## src/rtl/if_stage_fetch.sv

```systemverilog
// Instruction-fetch stage with IF/ID pipeline register.
// Owns the PC and talks to a variable-latency instruction memory through a
// req/ready handshake. The IF/ID outputs are fully registered.
//
// Memory handshake: imem_req/imem_addr are asserted by this block, and
// imem_addr stays stable until a cycle in which imem_ready=1. That cycle
// completes the transfer and imem_rdata is valid in it. A request is never
// withdrawn. Decode-side hold/flush is controlled by freeze and branch_taken.
module if_stage_fetch #(
    parameter logic [31:0] RESET_PC  = 32'h0000_0000,
    parameter logic [31:0] NOP_INSTR = 32'hE1A0_0000
) (
    input  logic        clk,
    input  logic        rst,
    input  logic        freeze,
    input  logic        branch_taken,
    input  logic [31:0] branch_address,
    output logic        imem_req,
    output logic [31:0] imem_addr,
    input  logic        imem_ready,
    input  logic [31:0] imem_rdata,
    output logic [31:0] PC_out,
    output logic [31:0] instruction,
    output logic        valid,
    output logic [1:0]  o_dbg_state
);

    typedef enum logic [1:0] {
        S_FETCH = 2'd0,
        S_DRAIN = 2'd1,
        S_HOLD  = 2'd2
    } state_t;

    state_t      r_state;
    logic [31:0] r_pc;
    logic [31:0] r_redirect;
    logic [31:0] r_skid_pc;
    logic [31:0] r_skid_instr;
    logic [31:0] r_pc_out;
    logic [31:0] r_instr;
    logic        r_valid;

    state_t      w_state_nxt;
    logic [31:0] w_pc_nxt;
    logic [31:0] w_redirect_nxt;
    logic [31:0] w_skid_pc_nxt;
    logic [31:0] w_skid_instr_nxt;
    logic [31:0] w_pc_out_nxt;
    logic [31:0] w_instr_nxt;
    logic        w_valid_nxt;
    logic [31:0] w_pc_plus4;
    logic [31:0] w_br_target;

    // Sequential PC increment wraps naturally at 2^32; branch targets are
    // forced word-aligned.
    assign w_pc_plus4  = r_pc + 32'd4;
    assign w_br_target = branch_address & 32'hFFFF_FFFC;

    assign imem_req    = (r_state != S_HOLD);
    assign imem_addr   = r_pc;
    assign PC_out      = r_pc_out;
    assign instruction = r_instr;
    assign valid       = r_valid;
    assign o_dbg_state = r_state;

    // Next-state, PC, skid and IF/ID update; flush beats freeze beats advance.
    always_comb begin
        w_state_nxt      = r_state;
        w_pc_nxt         = r_pc;
        w_redirect_nxt   = r_redirect;
        w_skid_pc_nxt    = r_skid_pc;
        w_skid_instr_nxt = r_skid_instr;
        w_pc_out_nxt     = r_pc_out;
        w_instr_nxt      = r_instr;
        w_valid_nxt      = r_valid;

        case (r_state)
            S_FETCH: begin
                if (branch_taken) begin
                    // Flush: whatever is in flight is not delivered to decode.
                    w_instr_nxt = NOP_INSTR;
                    w_valid_nxt = 1'b0;
                    if (imem_ready) begin
                        w_pc_nxt = w_br_target;
                    end else begin
                        // Request cannot be aborted, so wait it out in DRAIN.
                        w_redirect_nxt = w_br_target;
                        w_state_nxt    = S_DRAIN;
                    end
                end else if (imem_ready) begin
                    w_pc_nxt = w_pc_plus4;
                    if (freeze) begin
                        // Decode cannot take the word yet; park it.
                        w_skid_pc_nxt    = w_pc_plus4;
                        w_skid_instr_nxt = imem_rdata;
                        w_state_nxt      = S_HOLD;
                    end else begin
                        w_pc_out_nxt = w_pc_plus4;
                        w_instr_nxt  = imem_rdata;
                        w_valid_nxt  = 1'b1;
                    end
                end else if (!freeze) begin
                    // Memory wait state: feed decode a bubble.
                    w_instr_nxt = NOP_INSTR;
                    w_valid_nxt = 1'b0;
                end
            end

            S_DRAIN: begin
                w_instr_nxt = NOP_INSTR;
                w_valid_nxt = 1'b0;
                if (imem_ready) begin
                    // A redirect arriving in the completing cycle still wins.
                    w_pc_nxt    = branch_taken ? w_br_target : r_redirect;
                    w_state_nxt = S_FETCH;
                end else if (branch_taken) begin
                    w_redirect_nxt = w_br_target;
                end
            end

            S_HOLD: begin
                if (branch_taken) begin
                    w_pc_nxt    = w_br_target;
                    w_instr_nxt = NOP_INSTR;
                    w_valid_nxt = 1'b0;
                    w_state_nxt = S_FETCH;
                end else if (!freeze) begin
                    w_pc_out_nxt = r_skid_pc;
                    w_instr_nxt  = r_skid_instr;
                    w_valid_nxt  = 1'b1;
                    w_state_nxt  = S_FETCH;
                end
            end

            default: begin
                w_state_nxt = S_FETCH;
            end
        endcase
    end

    // State, PC, redirect, skid and IF/ID registers with synchronous reset.
    always_ff @(posedge clk) begin
        if (rst) begin
            r_state      <= S_FETCH;
            r_pc         <= RESET_PC;
            r_redirect   <= 32'd0;
            r_skid_pc    <= 32'd0;
            r_skid_instr <= 32'd0;
            r_pc_out     <= 32'd0;
            r_instr      <= NOP_INSTR;
            r_valid      <= 1'b0;
        end else begin
            r_state      <= w_state_nxt;
            r_pc         <= w_pc_nxt;
            r_redirect   <= w_redirect_nxt;
            r_skid_pc    <= w_skid_pc_nxt;
            r_skid_instr <= w_skid_instr_nxt;
            r_pc_out     <= w_pc_out_nxt;
            r_instr      <= w_instr_nxt;
            r_valid      <= w_valid_nxt;
        end
    end

endmodule

```

## config.mk

```make
export PLATFORM = sky130hd
export DESIGN_NAME = if_stage_fetch
export DESIGN_NICKNAME = d
export VERILOG_FILES = /design/src/rtl/if_stage_fetch.sv
export SDC_FILE = /design/constraint.sdc
export NUM_CORES = 1
export LEC_CHECK = 0
export BUFFER_PORTS_ARGS = -buffer_cell sky130_fd_sc_hd__buf_2
export CAP_MARGIN = 30
export CORE_MARGIN = 1.5
export CORE_UTILIZATION = 35
export CTS_CLUSTER_SIZE = 25
export DETAILED_ROUTE_END_ITERATION = 8
export PLACE_DENSITY = 0.6
export SETUP_SLACK_MARGIN = 0.4
export SYNTH_ARGS = -nofsm -noshare
export SYNTH_HDL_FRONTEND = slang
export SYNTH_SLANG_ARGS = --single-unit
```

## constraint.sdc

```tcl
create_clock -name clk -period 5.3 [get_ports clk]
set_clock_uncertainty 0.15 [all_clocks]
set_input_delay 0.795 -clock clk [delete_from_list [all_inputs] [get_ports clk]]
set_output_delay 0.795 -clock clk [all_outputs]
set_load 0.01 [all_outputs]
```

# ---- Word level (Yosys, flattened, before mapping)
# Index checks and enable logic that the tools add are counted.
dict set report word_totals {
  ff_bits 195
  wordCells 78
  out_inout_bits 100
}
dict set report classes {
  addsub 1
  reduce_logical 11
  n_eq_ne 19
  muxes 38
  bitwise_logic 1
}
# operator n
set ops {}
lappend ops {{$mux 32} 20}
lappend ops {{$pmux 32 s3} 2}
lappend ops {{$pmux 32 s2} 2}
lappend ops {{$add 32x3->32 const B} 1}
lappend ops {{$ne 2x2->1 const B} 11}
lappend ops {{$ne 3x3->1 const B} 5}
lappend ops {{$mux 2} 7}
lappend ops {{$reduce_and 4->1} 3}
lappend ops {{$pmux 2 s3} 1}
lappend ops {{$reduce_and 6->1} 1}
lappend ops {{$mux 1} 5}
lappend ops {{$reduce_and 5->1} 1}
lappend ops {{$ne 4x4->1 const B} 1}
lappend ops {{$reduce_bool 2->1} 2}
lappend ops {{$pmux 1 s3} 1}
lappend ops {{$reduce_and 3->1} 1}
lappend ops {{$reduce_bool 3->1} 1}
lappend ops {{$eq 2x1->1 const B} 1}
lappend ops {{$eq 2x2->1 const B} 1}
lappend ops {{$logic_not 2->1} 1}
lappend ops {{$reduce_and 2->1} 1}
lappend ops {{$not 1->1} 1}

# ---- Logic depth before layout (Yosys ltp)
dict set report depth {
  word_depth 5
  depth_mapped 10
  depth_no_buf 7
}

# ---- Worst setup path after synthesis
# OpenSTA, ideal clock, no wires.
dict set report synth_timing {
  path_type {register to register}
  from {reg r_state[0], in the netlist o_dbg_state[0]}
  to {reg r_pc[23], in the netlist imem_addr[23]}
  t_arrival_ns 2.340
  required_ns 5.080
  slack_ns 2.740
  stages_incl_launch_ff 10
  path_buffers 2
  path_cell_list {dfxtp_1 inv_1 ha_1 o21ba_2 or3_1 clkbuf_1 clkbuf_1 a2111o_1 o22ai_1 o2bb2ai_1}
}
dict set report synth_via {
  elab_chain_cells 3
}
# element line
set synth_rtl {}
lappend synth_rtl {{start, declared} 34} ;# state_t r_state;
lappend synth_rtl {{start signal, assigned} 153} ;# r_state <= w_state_nxt;
lappend synth_rtl {{$eq 2x2->1 (tied with other cells)} 77} ;# case (r_state)
lappend synth_rtl {{$ne 2x2->1 (no source line) or $reduce_bool 3->1 (tied branches)} -}
lappend synth_rtl {{$reduce_and 4->1 (no source line)} -}
lappend synth_rtl {{end signal, assigned} 154} ;# r_pc <= w_pc_nxt;
lappend synth_rtl {{end, declared} 35} ;# logic [31:0] r_pc;
# Parallel ways exist; a longest one is shown, timed or not.
# A chain may end at the register's enable or synchronous reset.

# ---- Final worst setup path
dict set report layout_timing {
  from {reg r_state[0], in the netlist o_dbg_state[0]}
  to {reg r_pc[18], in the netlist imem_addr[18]}
}
# Same word-level chain as after synthesis.

==> summary.txt <==
Job
  – Maximum Capacitance Violations: 0

Clock network
  – H-tree level count: 4
  – Clock buffer count from CTS: 17
  – TritonCTS Sinks: slightly below 200
  – Post-CTS setup buffer count: 0
  – Later-pin clock latency in the skew report: about 0.43 ns
  – Max Root-Sink Buffers: 2
  – Clock transition time at the flip-flop clock pins of the worst setup and hold paths: approximately 0.08 ns
  – CTS root buffer: clkbuf_16
  – Post-CTS Hold Buffers: 0
  – TritonCTS clock tree: yes
  – Post-cts resize count: 0

STA
  – Relative slew margins: about a third
  – Final setup violating endpoints: 0
  – Final Cycle Share: around three fifths
  – Aggregate negative setup slack: 0 ns
  – Max frequency: around 0.32 GHz
  – Final hold viol count: 0
  – Actual slew at the worst max-slew pin: 0.989 ns
  – Unrepaired setup endpoints after global routing: false
  – Time the final worst path needs with I/O delays and setup: between 3 and 4 ns
  – Final Slew Violations: 0

Worst setup path
  – Worst Setup SP: o_dbg_state[0]
  – R2R setup slack: roughly 2.1 ns
  – Category of the most critical setup path: flip-flop to flip-flop
  – Reg-to-reg startpoint: o_dbg_state[0]
  – Required time at the endpoint of the critical path: around 5.5 ns
  – Kind of start point of the critical path: flip-flop
  – Type of element capturing the critical path: flip-flop
  – Endpoint of the worst-slack reg-to-reg timing path: imem_addr[18]
  – Peak per-stage delay on the critical path: 0.77 ns
  – WP buf/inv: 1
  – Highest fanout seen on the critical path: 21
  – Max stage delay cell, worst path: ha_1
  – Worst reg2reg path depth: 7
  – Worst setup path endpoint: imem_addr[18]
  – Crit. path cell count: 7
  – WP data arrival: 3.34 ns
  – Cell breakdown of the critical path: inv_1, ha_1, and2_1, a21o_1, a221o_1, o21ai_1, a211oi_1
  – Family of cells with the greatest summed delay on the critical path: compound AO/OA/AOI/OAI gates

Route
  – Length of routed met2 wiring: roughly 12 mm
  – Total routed wirelength: between 20 and 30 mm
  – DRC viols: 0
  – Total length of routed met3 wires: about 1.5 mm
  – Routed length on met1: between 10 and 15 mm
  – Post-detailed-route via-to-cell ratio: roughly 5.4
  – Overall via count from detail_route: between 8000 and 9000
  – Antenna Violating Nets Remaining: 0
  – Initial DRC count: 830
  – Average routed wire per standard cell: 17.4 µm
  – Number of iterations in the first detailed-routing pass: 7
  – Highest metal layer with signal wires: met4

Logic synthesis
  – Post-synth EDFFs: 0
  – Synth Cell Area: 9050 µm²
  – Async set-or-reset flop fraction in the synthesized netlist: 0%
  – Syn_nets: 1242
  – Sequential share of the synthesized area: around 43%
  – Synth Flop Type: dfxtp_1
  – Synth Warn #: 0
  – Cells after synthesis: between 1000 and 1500
  – Distinct cell type count after synthesis: 63
  – Cell accounting for the most synthesized area: dfxtp_1
  – Register bit count reported by yosys: just under 200
  – Top post-synthesis cells by area: dfxtp_1 (43%), a21oi_1 (8.6%), nand2_1 (7.8%)
  – Mean post-synth cell area: between 7 and 8 µm²
  – Top-area cell type share of the netlist area: 43.1%

Die
  – Vertical die dimension: ~160 µm
  – Total number of placement rows: a little under 60
  – IO Count: roughly 170
  – Width of the die: ~160 µm
  – Area enclosed by the die boundary: roughly 27000 µm²
  – Initial cell density of the core: a little over a third
  – Area inside the core boundary: 25300 µm²

Layout
  – Top library cells by usage in the layout, fill and taps aside: dfxtp_1 (195), nand2_1 (187), buf_2 (165), a21oi_1 (155), nor2_1 (99)
  – Post-route cell area: 10700 µm²
  – Final Non-Filler Cells: between 1500 and 2000
  – Most common cell after layout, fill and taps aside: dfxtp_1
  – Number of nets in the finished design: between 1000 and 1500
  – Final design utilization: 42.3%
  – # fillers: ~2700
  – Layout overhead on the synthesized area: 18.1%
  – # diodes: 0
  – Layout cell share with drive strength beyond 1: 18.1%

Placed design
  – Cell area after placement: around 10000 µm²
  – Half-perimeter wire length after detailed placement: between 15 and 20 mm
  – RD Place Congestion: 0.819
  – Number of input and output port buffers inserted: roughly 170
  – Number of placed instances with taps included: ~1600

Global routing
  – Maximum number of pins on one net before global-route repair: 90
  – Vias in the first global route: about 7500
  – Antenna violations before repair: 0
  – Tot GR Track Use: about 20%
  – Total global routing overflow: 0
  – Wire length of the first global-routing pass: about 43 mm

Power
  – Total internal power: 2.54 mW
  – Total power per unit cell area: 355 nW/µm²
  – Gate power share: 21.7%
  – Part of the total power dissipated in sequential elements: 44.3%
  – Leak Pwr: around 4.1 nW
  – Switching power share of the total: between 30% and 40%
  – Clock power share: 34.0%
  – Final Total Pwr: 3.79 mW
  – Switching component of the power: 1.25 mW
  – Largest vdd supply drop: 216 µV

Outcome
  – Result of the run: completed

Min path
  – Path class of the lowest-slack min-delay path: flip-flop to flip-flop
synth_stat cells, drive strengths merged (5+ instances only):
master / count
a211oi: 17
a21oi: 155
a221o: 13
a221oi: 13
a22oi: 30
a2bb2oi: 6
a31oi: 16
and2: 9
and3: 12
buf: 19
clkbuf: 85
dfxtp: 195
ha: 5
inv: 21
mux2i: 8
nand2: 187
nand2b: 15
nand3: 24
nand4: 14
nor2: 99
nor2b: 5
nor3: 68
nor4: 11
o211ai: 16
o21a: 8
o21ai: 46
o22ai: 10
or3: 5
or4: 5
xnor2: 15
worst register-to-register path: stages (launching register included):
cell and delay, ns:
dfxtp_1 0.54, inv_1 0.12, ha_1 0.77, and2_1 0.26, a21o_1 0.58, a221o_1 0.35, o21ai_1 0.08, a211oi_1 0.22
registers in the layout, indices dropped and copies added, names as in the netlist:
name,flops
PC_out,32
instruction,32
r_redirect,32
r_skid_instr,32
imem_addr,32
valid,1
o_dbg_state,2
r_skid_pc,32
power by group through the flow:
stage | Sequential, mW | Clock (mW) | Combinational (mW)
after floorplan | 1.72 | 0 | 0.501
after global placement | 1.71 | 0 | 0.789
after detailed placement | 1.71 | 0 | 0.817
after CTS | 1.68 | 1.31 | 0.821
after global routing | 1.70 | 1.37 | 0.905
final | 1.68 | 1.29 | 0.823
area by class of cell:
type,count,area [µm²],area share (%)
clock buffer,19,433,4.05
clock inverter,13,144,1.35
inverter,21,78.8,0.738
multi-input combinational,848,4680,43.8
sequential,195,3900,36.5
tap,330,413,3.86
timing repair buffer,184,1030,9.65
layer usage:
metal,track usage [%],vias to the layer above
li1,-,4354
met1,31.3,4130
met2,29.1,242
met3,3.89,19
met4,4.55,0
met5,0,-
cell families after synthesis:
family | after synthesis | share of synthesized area (%)
and+or+nand+nor | 463 | 23.5
AOI/OAI and AO/OA | 354 | 24.5
xor gates and xnor gates | 18 | 1.74
adders and majority gates | 5 | 0.691
DFF | 195 | 43.1
muxes | 8 | 0.885
buffers and inverters | 125 | 5.49
metrics by stage:
stage / setup WS (ns) / hold WS (ns)
6_report: 2.14 / 0.300
5_1_grt: 1.86 / 0.319
4_1_cts: 2.12 / 0.303
3_5_place_dp: 1.77 / 0.292
3_3_place_gp: 1.68 / 0.288
2_1_floorplan: 2.74 / 0.286
how the worst min path moves through the flow:
stage                           end  cells after the start             from
floorplan             r_redirect[4]                      2    r_redirect[4]
global placement         PC_out[14]                      2       PC_out[14]
detailed placement        PC_out[9]                      2        PC_out[9]
global route        r_skid_instr[3]                      2  r_skid_instr[3]
finish                    PC_out[4]                      2        PC_out[4]
CTS                       PC_out[9]                      2        PC_out[9]
No activity file was read; power rests on OpenSTA's default activity.
